### src/rtl/isa_pkg.sv
// isa_pkg
// Shared types and default constants for the ISA I/O slave.
//   isa_state_e   : bus-cycle FSM states
//   ISA_SA_W      : width of the ISA system address bus
//   ISA_ADDR_W    : default decoded I/O address width
//   ISA_NUM_WIN   : default number of decoded windows
//   ISA_WIN_BASE  : default packed window base addresses (window 0 in LSBs)
//   ISA_WIN_MASK  : default packed window compare masks (same packing)
package isa_pkg;

  typedef enum logic [2:0] {
    ST_IDLE,
    ST_ADDR,
    ST_RD_REQ,
    ST_RD_HOLD,
    ST_WR_WAIT
  } isa_state_e;

  localparam int ISA_SA_W    = 20;
  localparam int ISA_ADDR_W  = 16;
  localparam int ISA_NUM_WIN = 4;

  localparam logic [ISA_NUM_WIN*ISA_ADDR_W-1:0] ISA_WIN_BASE =
    {16'h0388, 16'h0330, 16'h0220, 16'h0201};
  localparam logic [ISA_NUM_WIN*ISA_ADDR_W-1:0] ISA_WIN_MASK =
    {16'hFFFC, 16'hFFFF, 16'hFFF0, 16'hFFFF};

endpackage

### src/rtl/isa_io_slave_if.sv
// isa_io_slave_if
// Bundles the ISA pin-side signals and the internal function-bus signals.
//   ISA side : isa_sa, isa_bale, isa_aen, isa_ior_n, isa_iow_n, isa_sd_in (to slave)
//              isa_sd_out, isa_sd_oe (from slave)
//   Bus side : win_sel, bus_addr, bus_wr, bus_rd, bus_wdata, proto_err (from slave)
//              bus_rdata (to slave)
// Modports: slave (the I/O slave), master (ISA host plus decoded functions).
interface isa_io_slave_if
  import isa_pkg::*;
#(
  parameter int NUM_WIN = ISA_NUM_WIN,
  parameter int ADDR_W  = ISA_ADDR_W
);

  logic [ISA_SA_W-1:0] isa_sa;
  logic                isa_bale;
  logic                isa_aen;
  logic                isa_ior_n;
  logic                isa_iow_n;
  logic [7:0]          isa_sd_in;
  logic [7:0]          isa_sd_out;
  logic                isa_sd_oe;

  logic [NUM_WIN-1:0]  win_sel;
  logic [ADDR_W-1:0]   bus_addr;
  logic                bus_wr;
  logic                bus_rd;
  logic [7:0]          bus_wdata;
  logic [7:0]          bus_rdata;
  logic                proto_err;

  modport slave (
    input  isa_sa, isa_bale, isa_aen, isa_ior_n, isa_iow_n, isa_sd_in, bus_rdata,
    output isa_sd_out, isa_sd_oe, win_sel, bus_addr, bus_wr, bus_rd, bus_wdata,
           proto_err
  );

  modport master (
    output isa_sa, isa_bale, isa_aen, isa_ior_n, isa_iow_n, isa_sd_in, bus_rdata,
    input  isa_sd_out, isa_sd_oe, win_sel, bus_addr, bus_wr, bus_rd, bus_wdata,
           proto_err
  );

endinterface

### src/rtl/isa_sync.sv
// isa_sync
// Single-bit multi-flop synchroniser with a configurable reset value.
//   clk     : sampling clock
//   reset   : synchronous, active-high; loads RST_VAL into every stage
//   d_i     : asynchronous input
//   q_o     : synchronised output, STAGES cycles behind d_i
module isa_sync #(
  parameter int   STAGES  = 2,
  parameter logic RST_VAL = 1'b0
) (
  input  logic clk,
  input  logic reset,
  input  logic d_i,
  output logic q_o
);

  logic [STAGES-1:0] sync_q;

  always_ff @(posedge clk) begin
    if (reset) begin
      sync_q <= {STAGES{RST_VAL}};
    end else begin
      sync_q <= {sync_q[STAGES-2:0], d_i};
    end
  end

  assign q_o = sync_q[STAGES-1];

endmodule

### src/rtl/isa_io_slave.sv
// isa_io_slave
// ISA I/O-space slave: synchronises the ISA strobes, latches the address on
// BALE, decodes it against NUM_WIN base/mask windows and turns IOR/IOW
// strobes into single-cycle bus_rd / bus_wr pulses for the selected function.
//   clk, reset : clock and synchronous active-high reset
//   isa_if     : isa_io_slave_if.slave (ISA pins and function-bus signals)
//
// state      | meaning
// -----------+-------------------------------------------------------------
// ST_IDLE    | no address latched since reset
// ST_ADDR    | address latched, waiting for a strobe or a new BALE
// ST_RD_REQ  | bus_rd pulse out; bus_rdata captured at the end of this cycle
// ST_RD_HOLD | driving read register onto SD until IOR goes high
// ST_WR_WAIT | IOW low, sampling SD; bus_wr fires when IOW rises
module isa_io_slave
  import isa_pkg::*;
#(
  parameter int NUM_WIN     = ISA_NUM_WIN,
  parameter int ADDR_W      = ISA_ADDR_W,
  parameter int SYNC_STAGES = 2,
  parameter logic [NUM_WIN*ADDR_W-1:0] WIN_BASE = ISA_WIN_BASE,
  parameter logic [NUM_WIN*ADDR_W-1:0] WIN_MASK = ISA_WIN_MASK
) (
  input logic           clk,
  input logic           reset,
  isa_io_slave_if.slave isa_if
);

  logic bale_s, ior_s, iow_s, aen_s;

  isa_sync #(.STAGES(SYNC_STAGES), .RST_VAL(1'b0)) u_sync_bale (
    .clk(clk), .reset(reset), .d_i(isa_if.isa_bale), .q_o(bale_s));
  isa_sync #(.STAGES(SYNC_STAGES), .RST_VAL(1'b1)) u_sync_ior (
    .clk(clk), .reset(reset), .d_i(isa_if.isa_ior_n), .q_o(ior_s));
  isa_sync #(.STAGES(SYNC_STAGES), .RST_VAL(1'b1)) u_sync_iow (
    .clk(clk), .reset(reset), .d_i(isa_if.isa_iow_n), .q_o(iow_s));
  isa_sync #(.STAGES(SYNC_STAGES), .RST_VAL(1'b1)) u_sync_aen (
    .clk(clk), .reset(reset), .d_i(isa_if.isa_aen), .q_o(aen_s));

  isa_state_e          state_q, state_d;
  logic [ISA_SA_W-1:0] sa_q;
  logic [7:0]          sd_q;
  logic                bale_prev_q, ior_prev_q, iow_prev_q;
  logic [ADDR_W-1:0]   addr_q, addr_d;
  logic [NUM_WIN-1:0]  win_sel_q, win_sel_d;
  logic                bus_rd_q, bus_rd_d;
  logic                bus_wr_q, bus_wr_d;
  logic [7:0]          wdata_q, wdata_d;
  logic [7:0]          wr_hold_q, wr_hold_d;
  logic [7:0]          rd_data_q, rd_data_d;
  logic                oe_q, oe_d;
  logic                perr_q, perr_d;

  logic bale_fall, ior_fall, iow_fall, hit;

  // Only the decoded part of SA is used; upper bits are registered but ignored.
  if (ADDR_W < ISA_SA_W) begin : g_sa_unused
    logic unused_sa_hi;
    assign unused_sa_hi = ^sa_q[ISA_SA_W-1:ADDR_W];
  end

  // Scanning from the top down leaves the lowest matching window selected.
  function automatic logic [NUM_WIN-1:0] first_hit(input logic [ADDR_W-1:0] a);
    logic [ADDR_W-1:0] m;
    first_hit = '0;
    for (int i = NUM_WIN - 1; i >= 0; i--) begin
      m = WIN_MASK[i*ADDR_W +: ADDR_W];
      if ((a & m) == (WIN_BASE[i*ADDR_W +: ADDR_W] & m)) begin
        first_hit    = '0;
        first_hit[i] = 1'b1;
      end
    end
  endfunction

  assign bale_fall = bale_prev_q & ~bale_s;
  assign ior_fall  = ior_prev_q & ~ior_s;
  assign iow_fall  = iow_prev_q & ~iow_s;
  assign hit       = |win_sel_q;

  always_comb begin
    state_d   = state_q;
    addr_d    = addr_q;
    bus_rd_d  = 1'b0;
    bus_wr_d  = 1'b0;
    wdata_d   = wdata_q;
    wr_hold_d = wr_hold_q;
    rd_data_d = rd_data_q;
    perr_d    = perr_q;

    if (!iow_s && (state_q == ST_ADDR || state_q == ST_WR_WAIT)) begin
      wr_hold_d = sd_q;
    end

    if (state_q != ST_IDLE && hit && !ior_s && !iow_s) begin
      perr_d = 1'b1;
    end

    case (state_q)
      ST_IDLE: begin
        if (bale_fall) begin
          addr_d  = sa_q[ADDR_W-1:0];
          state_d = ST_ADDR;
        end
      end
      ST_ADDR: begin
        if (bale_fall) begin
          addr_d = sa_q[ADDR_W-1:0];
        end else if (hit && ior_s != iow_s) begin
          // Exactly one strobe low; the both-low case only flags proto_err.
          if (ior_fall) begin
            bus_rd_d = 1'b1;
            state_d  = ST_RD_REQ;
          end else if (iow_fall) begin
            state_d = ST_WR_WAIT;
          end
        end
      end
      ST_RD_REQ: begin
        rd_data_d = isa_if.bus_rdata;
        state_d   = ST_RD_HOLD;
      end
      ST_RD_HOLD: begin
        if (ior_s) begin
          state_d = ST_ADDR;
        end
      end
      ST_WR_WAIT: begin
        if (iow_s) begin
          bus_wr_d = 1'b1;
          wdata_d  = wr_hold_q;
          state_d  = ST_ADDR;
        end
      end
      default: state_d = ST_IDLE;
    endcase

    win_sel_d = (state_d == ST_IDLE) ? '0 : (first_hit(addr_d) & {NUM_WIN{~aen_s}});
    oe_d      = (state_d == ST_RD_HOLD);
  end

  always_ff @(posedge clk) begin
    if (reset) begin
      state_q     <= ST_IDLE;
      sa_q        <= '0;
      sd_q        <= '0;
      bale_prev_q <= 1'b0;
      ior_prev_q  <= 1'b1;
      iow_prev_q  <= 1'b1;
      addr_q      <= '0;
      win_sel_q   <= '0;
      bus_rd_q    <= 1'b0;
      bus_wr_q    <= 1'b0;
      wdata_q     <= '0;
      wr_hold_q   <= '0;
      rd_data_q   <= '0;
      oe_q        <= 1'b0;
      perr_q      <= 1'b0;
    end else begin
      state_q     <= state_d;
      sa_q        <= isa_if.isa_sa;
      sd_q        <= isa_if.isa_sd_in;
      bale_prev_q <= bale_s;
      ior_prev_q  <= ior_s;
      iow_prev_q  <= iow_s;
      addr_q      <= addr_d;
      win_sel_q   <= win_sel_d;
      bus_rd_q    <= bus_rd_d;
      bus_wr_q    <= bus_wr_d;
      wdata_q     <= wdata_d;
      wr_hold_q   <= wr_hold_d;
      rd_data_q   <= rd_data_d;
      oe_q        <= oe_d;
      perr_q      <= perr_d;
    end
  end

  assign isa_if.isa_sd_out = rd_data_q;
  assign isa_if.isa_sd_oe  = oe_q;
  assign isa_if.win_sel    = win_sel_q;
  assign isa_if.bus_addr   = addr_q;
  assign isa_if.bus_wr     = bus_wr_q;
  assign isa_if.bus_rd     = bus_rd_q;
  assign isa_if.bus_wdata  = wdata_q;
  assign isa_if.proto_err  = perr_q;

endmodule

### src/flat_wrapper.sv
// flat-port wrapper written by rule: the top's interface ports become plain ports
module isa_io_slave_flat import isa_pkg::*;
#(
  parameter int NUM_WIN     = ISA_NUM_WIN,
  parameter int ADDR_W      = ISA_ADDR_W,
  parameter int SYNC_STAGES = 2,
  parameter logic [NUM_WIN*ADDR_W-1:0] WIN_BASE = ISA_WIN_BASE,
  parameter logic [NUM_WIN*ADDR_W-1:0] WIN_MASK = ISA_WIN_MASK
)
  (clk, reset, isa_if_isa_sa, isa_if_isa_bale, isa_if_isa_aen, isa_if_isa_ior_n, isa_if_isa_iow_n, isa_if_isa_sd_in, isa_if_bus_rdata, isa_if_isa_sd_out, isa_if_isa_sd_oe, isa_if_win_sel, isa_if_bus_addr, isa_if_bus_wr, isa_if_bus_rd, isa_if_bus_wdata, isa_if_proto_err);
  isa_io_slave_if #(.NUM_WIN(NUM_WIN), .ADDR_W(ADDR_W)) isa_if_i ();
  input logic clk;
  input logic reset;
  input wire logic [$bits(isa_if_i.isa_sa)-1:0] isa_if_isa_sa;
  input wire logic [$bits(isa_if_i.isa_bale)-1:0] isa_if_isa_bale;
  input wire logic [$bits(isa_if_i.isa_aen)-1:0] isa_if_isa_aen;
  input wire logic [$bits(isa_if_i.isa_ior_n)-1:0] isa_if_isa_ior_n;
  input wire logic [$bits(isa_if_i.isa_iow_n)-1:0] isa_if_isa_iow_n;
  input wire logic [$bits(isa_if_i.isa_sd_in)-1:0] isa_if_isa_sd_in;
  input wire logic [$bits(isa_if_i.bus_rdata)-1:0] isa_if_bus_rdata;
  output wire logic [$bits(isa_if_i.isa_sd_out)-1:0] isa_if_isa_sd_out;
  output wire logic [$bits(isa_if_i.isa_sd_oe)-1:0] isa_if_isa_sd_oe;
  output wire logic [$bits(isa_if_i.win_sel)-1:0] isa_if_win_sel;
  output wire logic [$bits(isa_if_i.bus_addr)-1:0] isa_if_bus_addr;
  output wire logic [$bits(isa_if_i.bus_wr)-1:0] isa_if_bus_wr;
  output wire logic [$bits(isa_if_i.bus_rd)-1:0] isa_if_bus_rd;
  output wire logic [$bits(isa_if_i.bus_wdata)-1:0] isa_if_bus_wdata;
  output wire logic [$bits(isa_if_i.proto_err)-1:0] isa_if_proto_err;
  assign isa_if_i.isa_sa = isa_if_isa_sa;
  assign isa_if_i.isa_bale = isa_if_isa_bale;
  assign isa_if_i.isa_aen = isa_if_isa_aen;
  assign isa_if_i.isa_ior_n = isa_if_isa_ior_n;
  assign isa_if_i.isa_iow_n = isa_if_isa_iow_n;
  assign isa_if_i.isa_sd_in = isa_if_isa_sd_in;
  assign isa_if_i.bus_rdata = isa_if_bus_rdata;
  assign isa_if_isa_sd_out = isa_if_i.isa_sd_out;
  assign isa_if_isa_sd_oe = isa_if_i.isa_sd_oe;
  assign isa_if_win_sel = isa_if_i.win_sel;
  assign isa_if_bus_addr = isa_if_i.bus_addr;
  assign isa_if_bus_wr = isa_if_i.bus_wr;
  assign isa_if_bus_rd = isa_if_i.bus_rd;
  assign isa_if_bus_wdata = isa_if_i.bus_wdata;
  assign isa_if_proto_err = isa_if_i.proto_err;
  isa_io_slave #(.NUM_WIN(NUM_WIN), .ADDR_W(ADDR_W), .SYNC_STAGES(SYNC_STAGES), .WIN_BASE(WIN_BASE), .WIN_MASK(WIN_MASK)) u_core (.clk(clk), .reset(reset), .isa_if(isa_if_i));
endmodule
### config.mk
export PLATFORM = sky130hd
export DESIGN_NAME = isa_io_slave_flat
export DESIGN_NICKNAME = d
export VERILOG_FILES = /design/src/rtl/isa_pkg.sv /design/src/rtl/isa_io_slave_if.sv /design/src/rtl/isa_sync.sv /design/src/rtl/isa_io_slave.sv /design/src/flat_wrapper.sv
export SDC_FILE = /design/constraint.sdc
export NUM_CORES = 1
export LEC_CHECK = 0
export ABC_AREA = 1
export ABC_CLOCK_PERIOD_IN_PS = 2800
export CORE_UTILIZATION = 35
export DETAILED_ROUTE_END_ITERATION = 10
export DONT_BUFFER_PORTS = 1
export GPL_ROUTABILITY_DRIVEN = 0
export PLACE_DENSITY = 0.5
export SYNTH_ARGS = -nofsm -noshare
export SYNTH_HDL_FRONTEND = slang
export SYNTH_SLANG_ARGS = --single-unit
### constraint.sdc
create_clock -name clk -period 2.8 [get_ports clk]
set_clock_uncertainty 0.15 [all_clocks]
set_input_delay 0.42 -clock clk [delete_from_list [all_inputs] [get_ports clk]]
set_output_delay 0.42 -clock clk [all_outputs]
set_load 0.1 [all_outputs]
==> impl_results.md <==
* Post-Place Cells at 520
* Number of global-route vias before repair at 2,393
* H-tree lvl count at 3
* HPWL after DPL at 4254 um
* Clk pin slew, worst setup/hold paths at 90 ps
* Final Instance Area at 0.003759 sq mm
* Unique masters post-synth at 23
* Commonest cells in the netlist: nor2_1, dfxtp_1, inv_1
* Ys flop type: dfxtp_1
* CORE AREA at 0.008721 sq mm
* Syn nets at 443
* Post-synth top area cell: dfxtp_1
* Sw frac at 23.82%
* Routed length per instance at 11.42 um
* PortBufs at 0
* Area grow syn2layout at 18.97%
* CP Capture Type: output pin
* Antenna violations before repair at 0
* GRT Total Usage at 14.85%
* Root Buffer: clkbuf_8
* Post-synthesis sequential area ratio at 54.50%
* Status: complete, no violations
* Highest Clock Rate at 525.5 MHz
* Routed vias/inst at 4.383
* Critical path type: register to output pin
* Final TNS setup at 0 ps
* RSZ-0062 raised after global routing: no
* DRC at 0
* # diodes at 0
* Worst Path Max Fanout at 2
* Req. time, crit path at 2230 ps
* Via count at 2,406
* Synthesized area at 0.003159 sq mm
* Full die area at 0.009410 sq mm
* Initial drt markers at 53
* Die Y-Extent at 97.01 um
* NetSw at 0.5527 mW
* Deepest clock path buffer count at 2
* Leak Pwr at 1.773 nW
* Initial core utilization at 36.23%
* Largest net degree at the start of global routing at 56
* Post-synth ARST share at 0%
* Die Width at 97.01 um
* Clock latency on the worst-skew pair at 350 ps
* Combinational power share at 6.6%
* Hold Fails Final Rpt at 0
* Class of the worst hold path: input pin to register
* Seq cells post-synth at 86
* Post-DRT Antenna Nets at 0
* DP Area at 0.003401 sq mm
* Total CTS buffers at 9
* Cell Rows at 34
* Routed WL at 6271 um
* Final setup viols at 0
* Crit path DAT at 1330 ps
* CTS tree: yes
* Non-filler cells, final at 549
* First-pass GRT wire length at 11,000 um
* FILL cells at 903
* Slew @ Worst Pin at 995.4 ps
* Layout cell share with drive strength beyond 1 at 16.10%
* Clock share of power at 39.1%
* Mean Syn Cell Area at 7.879 sq um
* Number of synthesized flops with an enable pin at 0
* Final layout net count at 478
* Top cells by area, synth: dfxtp_1, nor2_1, inv_1
* DR pass1 iterations at 4
* Internal power at 1.767 mW
* Overflow left after global routing at 0
* Ys Warns at 0
* Cells after synthesis at 401
* CP Launch Type: register
* Fin crit share at 67.96%
* Total I/O pin count at 82
* Seq pwr share at 54.4%
* Sink Count at 86
* Max Slew Vio Count at 0
* Minimum clock period after layout at 1903 ps
* Resized Gates After CTS at 0
* Most common cell in the netlist: nor2_1
* Power Density at 617.3 mW/mm^2
* Utilization after layout at 43.10%
* Yosys top cell area share at 54.50%
* Peak supply drop at 0.2307 mV
* Max-Slew Margin vs Limit at 33.55%
* Max cap viols at 0
-- state kept, by name, indices dropped and copies added, names as in the netlist --
| register | cells |
|---|---|
| u_core.wr_hold_q | 8 |
| u_core.isa_if.bus_rd | 1 |
| u_core.isa_if.isa_sd_oe | 1 |
| u_core.sd_q | 8 |
| u_core.state_q | 3 |
| u_core.isa_if.bus_wr | 1 |
| u_core.ior_prev_q | 1 |
| u_core.isa_if.proto_err | 1 |
| u_core.isa_if.bus_wdata | 8 |
| u_core.bale_prev_q | 1 |
| u_core.iow_prev_q | 1 |
| u_core.u_sync_iow.sync_q | 2 |
| u_core.isa_if.isa_sd_out | 8 |
| u_core.isa_if.win_sel | 4 |
| u_core.sa_q | 16 |
| u_core.u_sync_bale.sync_q | 2 |
| u_core.u_sync_ior.sync_q | 2 |
| u_core.isa_if.bus_addr | 16 |
| u_core.u_sync_aen.sync_q | 2 |
-- what timing repair did --
| action | CTS | global route |
|---|---|---|
| hold buffers | 6 | 7 |
| hold endpoints to repair | 55 | 4 |
| buffers inserted | 0 | 0 |
-- power groups by stage --
| stage | Combinational [mW] | Clock [mW] | Sequential [mW] |
|---|---|---|---|
| after floorplan | 0.0762 | 0 | 1.33 |
| after global placement | 0.123 | 0 | 1.29 |
| after detailed placement | 0.125 | 0 | 1.29 |
| after CTS | 0.147 | 0.935 | 1.26 |
| after global routing | 0.171 | 0.998 | 1.27 |
| final | 0.152 | 0.906 | 1.26 |
-- through the flow --
step / hold slack, ps / power [mW] / setup slack [ps]
finish: 10.97 / 2.320 / 897.0
detailed placement: 245.7 / 1.416 / 970.9
global route: 0.2952 / 2.435 / 700.7
CTS: 0.1009 / 2.344 / 879.1
floorplan: 238.3 / 1.404 / 834.0
global placement: 246.6 / 1.415 / 986.9
-- cells in the final DEF, fill, tap and decap left out, types with 6 or more instances in the layout --
master / instances
a21oi_1: 14
nand3_1: 17
nand2_1: 58
clkbuf_8: 11
buf_4: 22
or2_2: 6
nor2_4: 6
dlygate4sd3_1: 12
inv_1: 59
o21ai_0: 17
nor2_1: 91
dfxtp_1: 86
nand2_2: 12
-- logic make-up after synthesis --
| logic type | after synthesis | synth area share, % |
|---|---|---|
| buffers and inverters | 72 | 9.109 |
| AO/OA/AOI/OAI | 34 | 5.584 |
| flip-flops | 86 | 54.50 |
| AND/OR/NAND/NOR | 209 | 30.81 |
-- worst paths after layout --
check | from | endpoint | slack [ps] | cells past startpoint
min reg2reg | u_core.u_sync_bale.sync_q[0] | u_core.u_sync_bale.sync_q[1] | 260 | 2
max reg2reg | u_core.bale_prev_q | u_core.isa_if.win_sel[2] | 970 | 11
min | isa_if_isa_sd_in[4] | u_core.sd_q[4] | 10 | 2
max | u_core.isa_if.proto_err | isa_if_proto_err | 900 | 0
-- cell type report --
type                            count  area, sq um  share of cell area, %
Timing Repair Buffer               35        312.8                  8.322
Inverter                           61        229.0                  6.092
Clock inverter                      4        55.05                  1.465
Multi-Input combinational cell    243         1150                  30.59
Clock buffer                       12        155.1                  4.128
Tap cell                          108        135.1                  3.595
Sequential cell                    86         1722                  45.81
-- layer usage --
layer	track usage, %	share of wire (%)	up-vias
met5	0	0	-
met4	6.200	1.6	0
met3	5.853	6.6	7
met2	23.73	46	50
met1	17.70	46	1065
li1	-	-	1284
(Power assumes the default switching activity.)
